## config.mk

```make
export PLATFORM = sky130hd
export DESIGN_NAME = interval_timer_flat
export DESIGN_NICKNAME = d
export VERILOG_FILES = /design/src/rtl/interval_timer_if.sv /design/src/rtl/interval_timer.sv /design/src/flat_wrapper.sv
export SDC_FILE = /design/constraint.sdc
export NUM_CORES = 1
export LEC_CHECK = 0
export ABC_AREA = 1
export CELL_PAD_IN_SITES_DETAIL_PLACEMENT = 1
export CELL_PAD_IN_SITES_GLOBAL_PLACEMENT = 2
export CORE_UTILIZATION = 35
export CTS_BUF_LIST = sky130_fd_sc_hd__clkbuf_8
export CTS_CLUSTER_SIZE = 24
export DETAILED_ROUTE_END_ITERATION = 10
export DONT_BUFFER_PORTS = 1
export PLACE_DENSITY = 0.78
export SYNTH_ARGS = -nofsm -noshare
export SYNTH_HDL_FRONTEND = slang
export SYNTH_SLANG_ARGS = --single-unit
export TNS_END_PERCENT = 20
```

## constraint.sdc

```tcl
create_clock -name clk -period 3.7 [get_ports clk]
set_input_delay 0.74 -clock clk [delete_from_list [all_inputs] [get_ports clk]]
set_output_delay 0.74 -clock clk [all_outputs]
set_load 0.03 [all_outputs]
```

## src/rtl/interval_timer_if.sv

```systemverilog
// Timer control/status bundle between the traffic-light FSM (master) and interval_timer (slave).
// busy/time_left exist only when TIMER_STATUS_EN is defined.
interface interval_timer_if #(
    parameter int CNT_W = 4
);
    logic             start_timer;
    logic [1:0]       interval;
    logic             Prog_Sync;
    logic [1:0]       Time_Parameter_Selector;
    logic [CNT_W-1:0] Time_Value;
    logic             expired;
`ifdef TIMER_STATUS_EN
    logic             busy;
    logic [CNT_W-1:0] time_left;

    modport master (
        output start_timer, interval, Prog_Sync, Time_Parameter_Selector, Time_Value,
        input  expired, busy, time_left
    );
    modport slave (
        input  start_timer, interval, Prog_Sync, Time_Parameter_Selector, Time_Value,
        output expired, busy, time_left
    );
`else
    modport master (
        output start_timer, interval, Prog_Sync, Time_Parameter_Selector, Time_Value,
        input  expired
    );
    modport slave (
        input  start_timer, interval, Prog_Sync, Time_Parameter_Selector, Time_Value,
        output expired
    );
`endif
endinterface

```

## src/rtl/interval_timer.sv

```systemverilog
// Programmable seconds countdown; expired pulses the cycle after edge k + T*DIV; no backpressure.
// start_timer always wins over a pending tick. TIMER_STATUS_EN adds busy/time_left outputs.
module interval_timer #(
    parameter int CNT_W  = 4,
    parameter int DIV    = 100,
    parameter int T_BASE = 6,
    parameter int T_EXT  = 3,
    parameter int T_YEL  = 2
) (
    input  logic           clk,
    input  logic           Reset_Sync,
    interval_timer_if.slave tif
);
    localparam int DIV_W = (DIV > 1) ? $clog2(DIV) : 1;
    localparam logic [CNT_W-1:0] DEF_BASE = CNT_W'(T_BASE);
    localparam logic [CNT_W-1:0] DEF_EXT  = CNT_W'(T_EXT);
    localparam logic [CNT_W-1:0] DEF_YEL  = CNT_W'(T_YEL);

    typedef enum logic {IDLE, RUN} state_t;

    state_t           state_q, state_d;
    logic [CNT_W-1:0] count_q, count_d;
    logic [DIV_W-1:0] div_q, div_d;
    logic             expired_q, expired_d;
    logic             tick;
    logic [CNT_W-1:0] base_q, ext_q, yel_q;
    logic [CNT_W-1:0] load_val;
    logic [CNT_W-1:0] prog_val;

    always_comb begin
        case (tif.interval)
            2'b01:   load_val = ext_q;
            2'b10:   load_val = yel_q;
            default: load_val = base_q;
        endcase
    end

    // Zero is reserved as "restore default", so a parameter can never be 0.
    always_comb begin
        prog_val = tif.Time_Value;
        if (tif.Time_Value == '0) begin
            case (tif.Time_Parameter_Selector)
                2'b01:   prog_val = DEF_EXT;
                2'b10:   prog_val = DEF_YEL;
                default: prog_val = DEF_BASE;
            endcase
        end
    end

    always_ff @(posedge clk or posedge Reset_Sync) begin
        if (Reset_Sync) begin
            base_q <= DEF_BASE;
            ext_q  <= DEF_EXT;
            yel_q  <= DEF_YEL;
        end else if (tif.Prog_Sync) begin
            case (tif.Time_Parameter_Selector)
                2'b00:   base_q <= prog_val;
                2'b01:   ext_q  <= prog_val;
                2'b10:   yel_q  <= prog_val;
                default: ;
            endcase
        end
    end

    always_ff @(posedge clk or posedge Reset_Sync) begin
        if (Reset_Sync) begin
            state_q   <= IDLE;
            count_q   <= '0;
            div_q     <= '0;
            expired_q <= 1'b0;
        end else begin
            state_q   <= state_d;
            count_q   <= count_d;
            div_q     <= div_d;
            expired_q <= expired_d;
        end
    end

    always_comb begin
        state_d   = state_q;
        count_d   = count_q;
        div_d     = div_q;
        expired_d = 1'b0;
        tick      = (state_q == RUN) && (div_q == DIV_W'(DIV - 1));
        if (tif.start_timer) begin
            // A restart silently drops any tick landing on the same edge.
            count_d = load_val;
            div_d   = '0;
            state_d = RUN;
        end else if (state_q == RUN) begin
            div_d = tick ? '0 : div_q + 1'b1;
            if (tick) begin
                if (count_q > CNT_W'(1)) begin
                    count_d = count_q - 1'b1;
                end else begin
                    count_d   = '0;
                    state_d   = IDLE;
                    expired_d = 1'b1;
                end
            end
        end
    end

    assign tif.expired = expired_q;

`ifdef TIMER_STATUS_EN
    assign tif.busy      = (state_q == RUN);
    assign tif.time_left = count_q;
`endif

endmodule

```

## src/flat_wrapper.sv

```systemverilog
// flat-port wrapper written by rule: the top's interface ports become plain ports
module interval_timer_flat 
#(
    parameter int CNT_W  = 4,
    parameter int DIV    = 100,
    parameter int T_BASE = 6,
    parameter int T_EXT  = 3,
    parameter int T_YEL  = 2
)
  (clk, Reset_Sync, tif_start_timer, tif_interval, tif_Prog_Sync, tif_Time_Parameter_Selector, tif_Time_Value, tif_expired);
  interval_timer_if #(.CNT_W(CNT_W)) tif_i ();
  input  logic clk;
  input  logic Reset_Sync;
  input wire logic [$bits(tif_i.start_timer)-1:0] tif_start_timer;
  input wire logic [$bits(tif_i.interval)-1:0] tif_interval;
  input wire logic [$bits(tif_i.Prog_Sync)-1:0] tif_Prog_Sync;
  input wire logic [$bits(tif_i.Time_Parameter_Selector)-1:0] tif_Time_Parameter_Selector;
  input wire logic [$bits(tif_i.Time_Value)-1:0] tif_Time_Value;
  output wire logic [$bits(tif_i.expired)-1:0] tif_expired;
  assign tif_i.start_timer = tif_start_timer;
  assign tif_i.interval = tif_interval;
  assign tif_i.Prog_Sync = tif_Prog_Sync;
  assign tif_i.Time_Parameter_Selector = tif_Time_Parameter_Selector;
  assign tif_i.Time_Value = tif_Time_Value;
  assign tif_expired = tif_i.expired;
  interval_timer #(.CNT_W(CNT_W), .DIV(DIV), .T_BASE(T_BASE), .T_EXT(T_EXT), .T_YEL(T_YEL)) u_core (.clk(clk), .Reset_Sync(Reset_Sync), .tif(tif_i));
endmodule
```

==> results.md, run 1 <==
- Syn Std Cell Area: 0.00142 mm2
- Clock Skew: 0.000760 ns
- Cts hold-fix bufs: 0
- Largest net degree at the start of global routing: 26
- #FFs+latches synth: 25
- Synth Warn #: 0
- Final period util: 40.9%
- Root Driver: clkbuf_8
- Antenna fix cells: 0
- Worst-path clk slew: 0.09 ns
- Share of the yosys chip area belonging to registers: 44.5%
- Post-synthesis compound-gate area fraction: 6.34%
- First-pass GRT wire length: 5.41 mm
- CP required: 2.96 ns
- Max Freq: 662 MHz
- Total power: 0.646 mW
- Crit. End Element: primary output
- HP Class: reg2reg
- Post-synthesis xor/xnor area fraction: 1.23%
- Antenna violations before repair: 0
- Synth Area in Adders: 7.92%
- Avg Cell Area, Syn: 7.64 um2
- Leak: 0.802 nW
- Insertion delay to the later sink of the worst-skew pair: 0.27 ns
- GP Congestion: 0.750
- Die X: 65.7 um
- Vias in the first global route: 1199
- H-tree depth: 1
- Cells after DPL: 234
- Proportion of synthesized area in mux cells: 0%
- Final Critical Period: 1.51 ns
- Setup_tns: 0 ns
- Clock Sink Count: 25
- Final Slew Violations: 0
- Gr usage total: 16.7%
- RSZ-0062 raised after global routing: false
- DRC viols: 0
- Final nets: 212
- Drt wl/cell: 12.9 um
- Pwr Density: 423 mW/mm2
- Unique cell type count in the Yosys netlist: 22
- Crit Path Class: reg2out
- Post-route ant nets: 0
- Input/output buffers: 0
- Finished Layout Cells: 238
- Die Footprint: 0.00432 mm2
- HPWL Detailed: 2.47 mm
- WL final: 3.08 mm
- Outcome: completed
- Crit path arrival time: 0.77 ns
- Maximum VDD drop: 263 uV
- I/O pins: 13
- Layout area overhead: 7.48%
- Post-CTS Setup Repair Bufs: 0
- Max Buffers Root-to-Sink: 2
- Post-synthesis simple-gate area fraction: 33.2%
- Starting Density: 37.7%
- Final setup vio count: 0
- Via/cell ratio: 4.68
- Initial DRT Pass Iterations: 4
- Vias: 1115
- Syn Nets: 207
- Fin. Hold Viols: 0
- CTS Buf Count: 3
- Total grt overflow: 0
- Slew headroom: 36.2%
- Num rows: 22
- CTS tree: built
- Maxcap violations: 0
- Synthesized instance count: 186
- CTS resizes: 0
- Main combinational cell family by area after synthesis: simple AND/OR/NAND/NOR gates
- Core box area: 0.00377 mm2
- CP Max Fanout: 1
- Initial drt markers: 53
- Layout cells sized above 1: 11.1%
- Slew @ Worst Pin: 0.956 ns
- Critical path startpoint category: flop
- Die H: 65.7 um
## final timing paths
kind	from	depth (start not counted)	slack [ns]	to
max reg2reg	u_core.count_q[0]$_DFFE_PP0P_	7	2.30	u_core.count_q[2]$_DFFE_PP0P_
max	u_core.tif.expired$_DFF_PP0_	0	2.19	tif_expired
min	u_core.base_q[2]$_DFFE_PP1P_	2	0.48	u_core.base_q[2]$_DFFE_PP1P_
min in group asynchronous	Reset_Sync	1	0.57	u_core.div_q[0]$_DFFE_PP0P_
min reg2reg	u_core.base_q[2]$_DFFE_PP1P_	2	0.48	u_core.base_q[2]$_DFFE_PP1P_
max in group asynchronous	Reset_Sync	1	2.55	u_core.count_q[3]$_DFFE_PP0P_
## state kept, by name, indices dropped and copies added (netlist names)
signal,flops
u_core.div_q,7
u_core.base_q,4
u_core.count_q,4
u_core.ext_q,4
u_core.yel_q,4
u_core.state_q,1
u_core.tif.expired,1
## metrics by stage
stage	hold slack, ns	setup slack (ns)	cell area (um2)	utilization [%]
after global routing	0.505	2.12	1530	40.5
after detailed placement	0.464	1.96	1480	39.3
final	0.476	2.19	1530	40.5
after CTS	0.479	2.18	1530	40.5
after floorplan	0.448	2.08	1420	-
after global placement	0.463	2.01	1480	39.3
## per-layer routing
layer,wire [um],GRT usage [%]
met5,0,0
met4,17,3.26
met3,72,4.17
met2,1600,31.0
met1,1390,19.1
## cells in the final DEF, fill, tap and decap left out
master,instances
a31oi_1,3
clkbuf_8,3
clkinv_2,1
dfrtp_1,20
dfstp_2,5
ha_1,9
inv_1,23
inv_2,3
nand2_1,62
nand2_2,1
nand2_4,1
nand2_8,1
nand3_1,10
nand4_1,2
nor2_1,26
nor2_2,3
nor3_2,1
nor3b_2,1
o21ai_0,4
o21ai_1,7
o21ai_2,1
o21bai_1,1
xnor2_1,1
xor2_1,1
## where the power goes
| group | total, mW | leakage [nW] | switching [mW] | internal (mW) |
|---|---|---|---|---|
| clock network | 0.166 | 0.0255 | 0.0909 | 0.0754 |
| logic | 0.137 | 0.470 | 0.0837 | 0.0529 |
| registers | 0.343 | 0.307 | 0.0272 | 0.316 |
## Yosys cell counts, drive strengths merged
library cell / count / area share (%)
xor2: 1 / 0.62
nand2: 65 / 19
nand4: 2 / 0.88
o21bai: 1 / 0.53
o21ai: 12 / 4.5
a31oi: 3 / 1.3
nor3: 1 / 0.70
ha: 9 / 7.9
nor3b: 1 / 0.88
inv: 26 / 6.9
nor2: 29 / 8.2
nand3: 10 / 3.5
dfstp: 5 / 9.2
dfrtp: 20 / 35
xnor2: 1 / 0.62
## logic make-up after synthesis
| group | count (synthesis) |
|---|---|
| AND/OR/NAND/NOR | 108 |
| buffers and inverters | 26 |
| flip-flops | 25 |
| AO/OA/AOI/OAI | 16 |
| adder cells (fa/ha/maj) | 9 |
| XOR/XNOR | 2 |
## layout make-up
cell class	count	area [um2]
fillers	484	2240
flip-flops and latches	25	632
multi-input cells	135	692
well taps	48	60.1
clock inverters	1	5.00
inverters	26	97.6
clock buffers	3	41.3
Power figures use the tool's default switching activity.
==> run 2: changes to the inputs <==
==> constraint.sdc (replaced) <==
create_clock -name clk -period 1.5 [get_ports clk]
set_input_delay 0.3 -clock clk [delete_from_list [all_inputs] [get_ports clk]]
set_output_delay 0.3 -clock clk [all_outputs]
set_load 0.03 [all_outputs]
==> run 2 against run 1 <==
Effect of this change:
- count of clock-buffer cells in the layout did not move
- clock skew up 0.0084 ns
- via count rose by 1.1%
- critical endpoint is now u_core.count_q[2]$_DFFE_PP0P_
- hold slack got worse by 0.39 ns
- first-iteration DRC count shrank 28%
- combinational power grew to 2.5 times the previous value
- core utilization up 0.56 points
- critical path type is now reg2reg
- register-to-register slack got worse by 2.2 ns
- clock power grew to 2.6 times the previous value
- sequential share of layout area is 0.57 points lower
- global-route usage up 0.15 points
==> results.md, run 2 (synthesized netlist as in run 1, its figures left out) <==
- Outcome: completed
- Multi-input logic area: 692 um2
- Clock Skew: 0.00918 ns
- Num rows: 22
- Vias: 1127
- Vias in the first global route: 1209
- Clock Sink Count: 25
- Die Footprint: 0.00432 mm2
- RSZ-0062 raised after global routing: false
- Slew @ Worst Pin: 0.327 ns
- HPWL Detailed: 2.44 mm
- H-tree depth: 1
- Final Slew Violations: 0
- Drt wl/cell: 12.7 um
- Register Area: 632 um2
- Slew headroom: 78.2%
- Die H: 65.7 um
- CP required: 1.72 ns
- Fillers: 474
- Total grt overflow: 0
- Crit. End Element: flop
- First-pass GRT wire length: 5.48 mm
- Post-CTS Setup Repair Bufs: 0
- Post-route ant nets: 0
- Maximum VDD drop: 495 uV
- CP Max Fanout: 5
- Fin area: 0.00155 mm2
- Layout cells sized above 1: 11.5%
- Final Critical Period: 1.38 ns
- Crit path top cell by count: nand2_1
- HP Class: in2reg
- Crit Path Class: reg2reg
- Final period util: 92.2%
- Initial DRT Pass Iterations: 2
- Antenna violations before repair: 0
- Largest register FFs: 7
- Pwr Density: 1050 mW/mm2
- Dpl cell area: 0.00149 mm2
- Leak: 0.812 nW
- Antenna fix cells: 0
- CTS resizes: 0
- CTS tree: built
- Final setup vio count: 0
- Max Buffers Root-to-Sink: 2
- I/O pins: 13
- GP Congestion: 0.754
- Crit path arrival time: 1.60 ns
- WL final: 3.06 mm
- Gr usage total: 16.9%
- Worst-path clk slew: 0.09 ns
- Setup_tns: 0 ns
- Starting Density: 37.7%
- Via/cell ratio: 4.70
- Commonest cells after routing, fill and taps aside: nand2_1 (62), nor2_1 (26), inv_1 (23)
- Core box area: 0.00377 mm2
- Largest Register: u_core.div_q
- Most common cell after layout, fill and taps aside: nand2_1
- CP max stage delay: 0.37 ns
- Root Driver: clkbuf_8
- Max Freq: 723 MHz
- Layout area overhead: 8.98%
- Maxcap violations: 0
- Cts hold-fix bufs: 1
- Critical path startpoint category: flop
- Fin. Hold Viols: 0
- CP max-delay cell: dfrtp_1
- Largest net degree at the start of global routing: 26
- Input/output buffers: 0
- Crit-path cells: inv_1 > ha_1 > o21ai_2 > nand2_1 > o21ai_0 > nand2_1 > nand2_1
- Die X: 65.7 um
- Initial drt markers: 38
- Final nets: 214
- Insertion delay to the later sink of the worst-skew pair: 0.28 ns
- DRC viols: 0
- CTS Buf Count: 3
-- run 2: final cells by class --
type,instances,area share [%]
multi-input cells,135,44.7
flip-flops and latches,25,40.8
inverters,26,6.30
well taps,48,3.88
clock buffers,3,2.67
repair buffers,2,1.13
clock inverters,1,0.565
-- run 2: critical path: cells and delay by family (launching register included) --
family | cells | cell delay [ns]
AO/OA/AOI/OAI | 2 | 0.38
flip-flops | 1 | 0.37
AND/OR/NAND/NOR | 3 | 0.23
buffers and inverters | 1 | 0.10
adder cells (fa/ha/maj) | 1 | 0.25
-- run 2: through the flow --
step	total power, mW	std cells	hold WS [ns]	setup slack (ns)	util [%]
after floorplan	1.11	186	0.324	0.313	-
after global placement	1.19	235	0.265	0.209	39.5
after detailed placement	1.21	235	0.273	0.124	39.5
after CTS	1.65	240	0.0834	0.105	41.1
after global routing	1.74	240	0.0810	0.00190	41.1
final	1.62	240	0.0894	0.116	41.1
-- run 2: power by group --
group	internal, mW	switching [mW]	total, mW
sequential	0.778	0.0646	0.843
clock	0.195	0.241	0.436
combinational	0.134	0.211	0.344
-- run 2: layer usage --
| metal | share of wire (%) | track usage (%) |
|---|---|---|
| met3 | 2.0 | 3.65 |
| met1 | 45 | 19.4 |
| met4 | 0.72 | 3.26 |
| met5 | 0 | 0 |
| met2 | 52 | 31.5 |
-- run 2: path summary, 6_finish.rpt --
check	from	end	slack (ns)	depth (start not counted)
max	u_core.count_q[0]$_DFFE_PP0P_	u_core.count_q[2]$_DFFE_PP0P_	0.12	7
max in group asynchronous	Reset_Sync	u_core.ext_q[0]$_DFFE_PP1P_	0.70	3
max reg2reg	u_core.count_q[0]$_DFFE_PP0P_	u_core.count_q[2]$_DFFE_PP0P_	0.12	7
min in group asynchronous	Reset_Sync	u_core.base_q[3]$_DFFE_PP0P_	0.51	3
min reg2reg	u_core.base_q[2]$_DFFE_PP1P_	u_core.base_q[2]$_DFFE_PP1P_	0.48	2
min	tif_start_timer	u_core.tif.expired$_DFF_PP0_	0.09	1
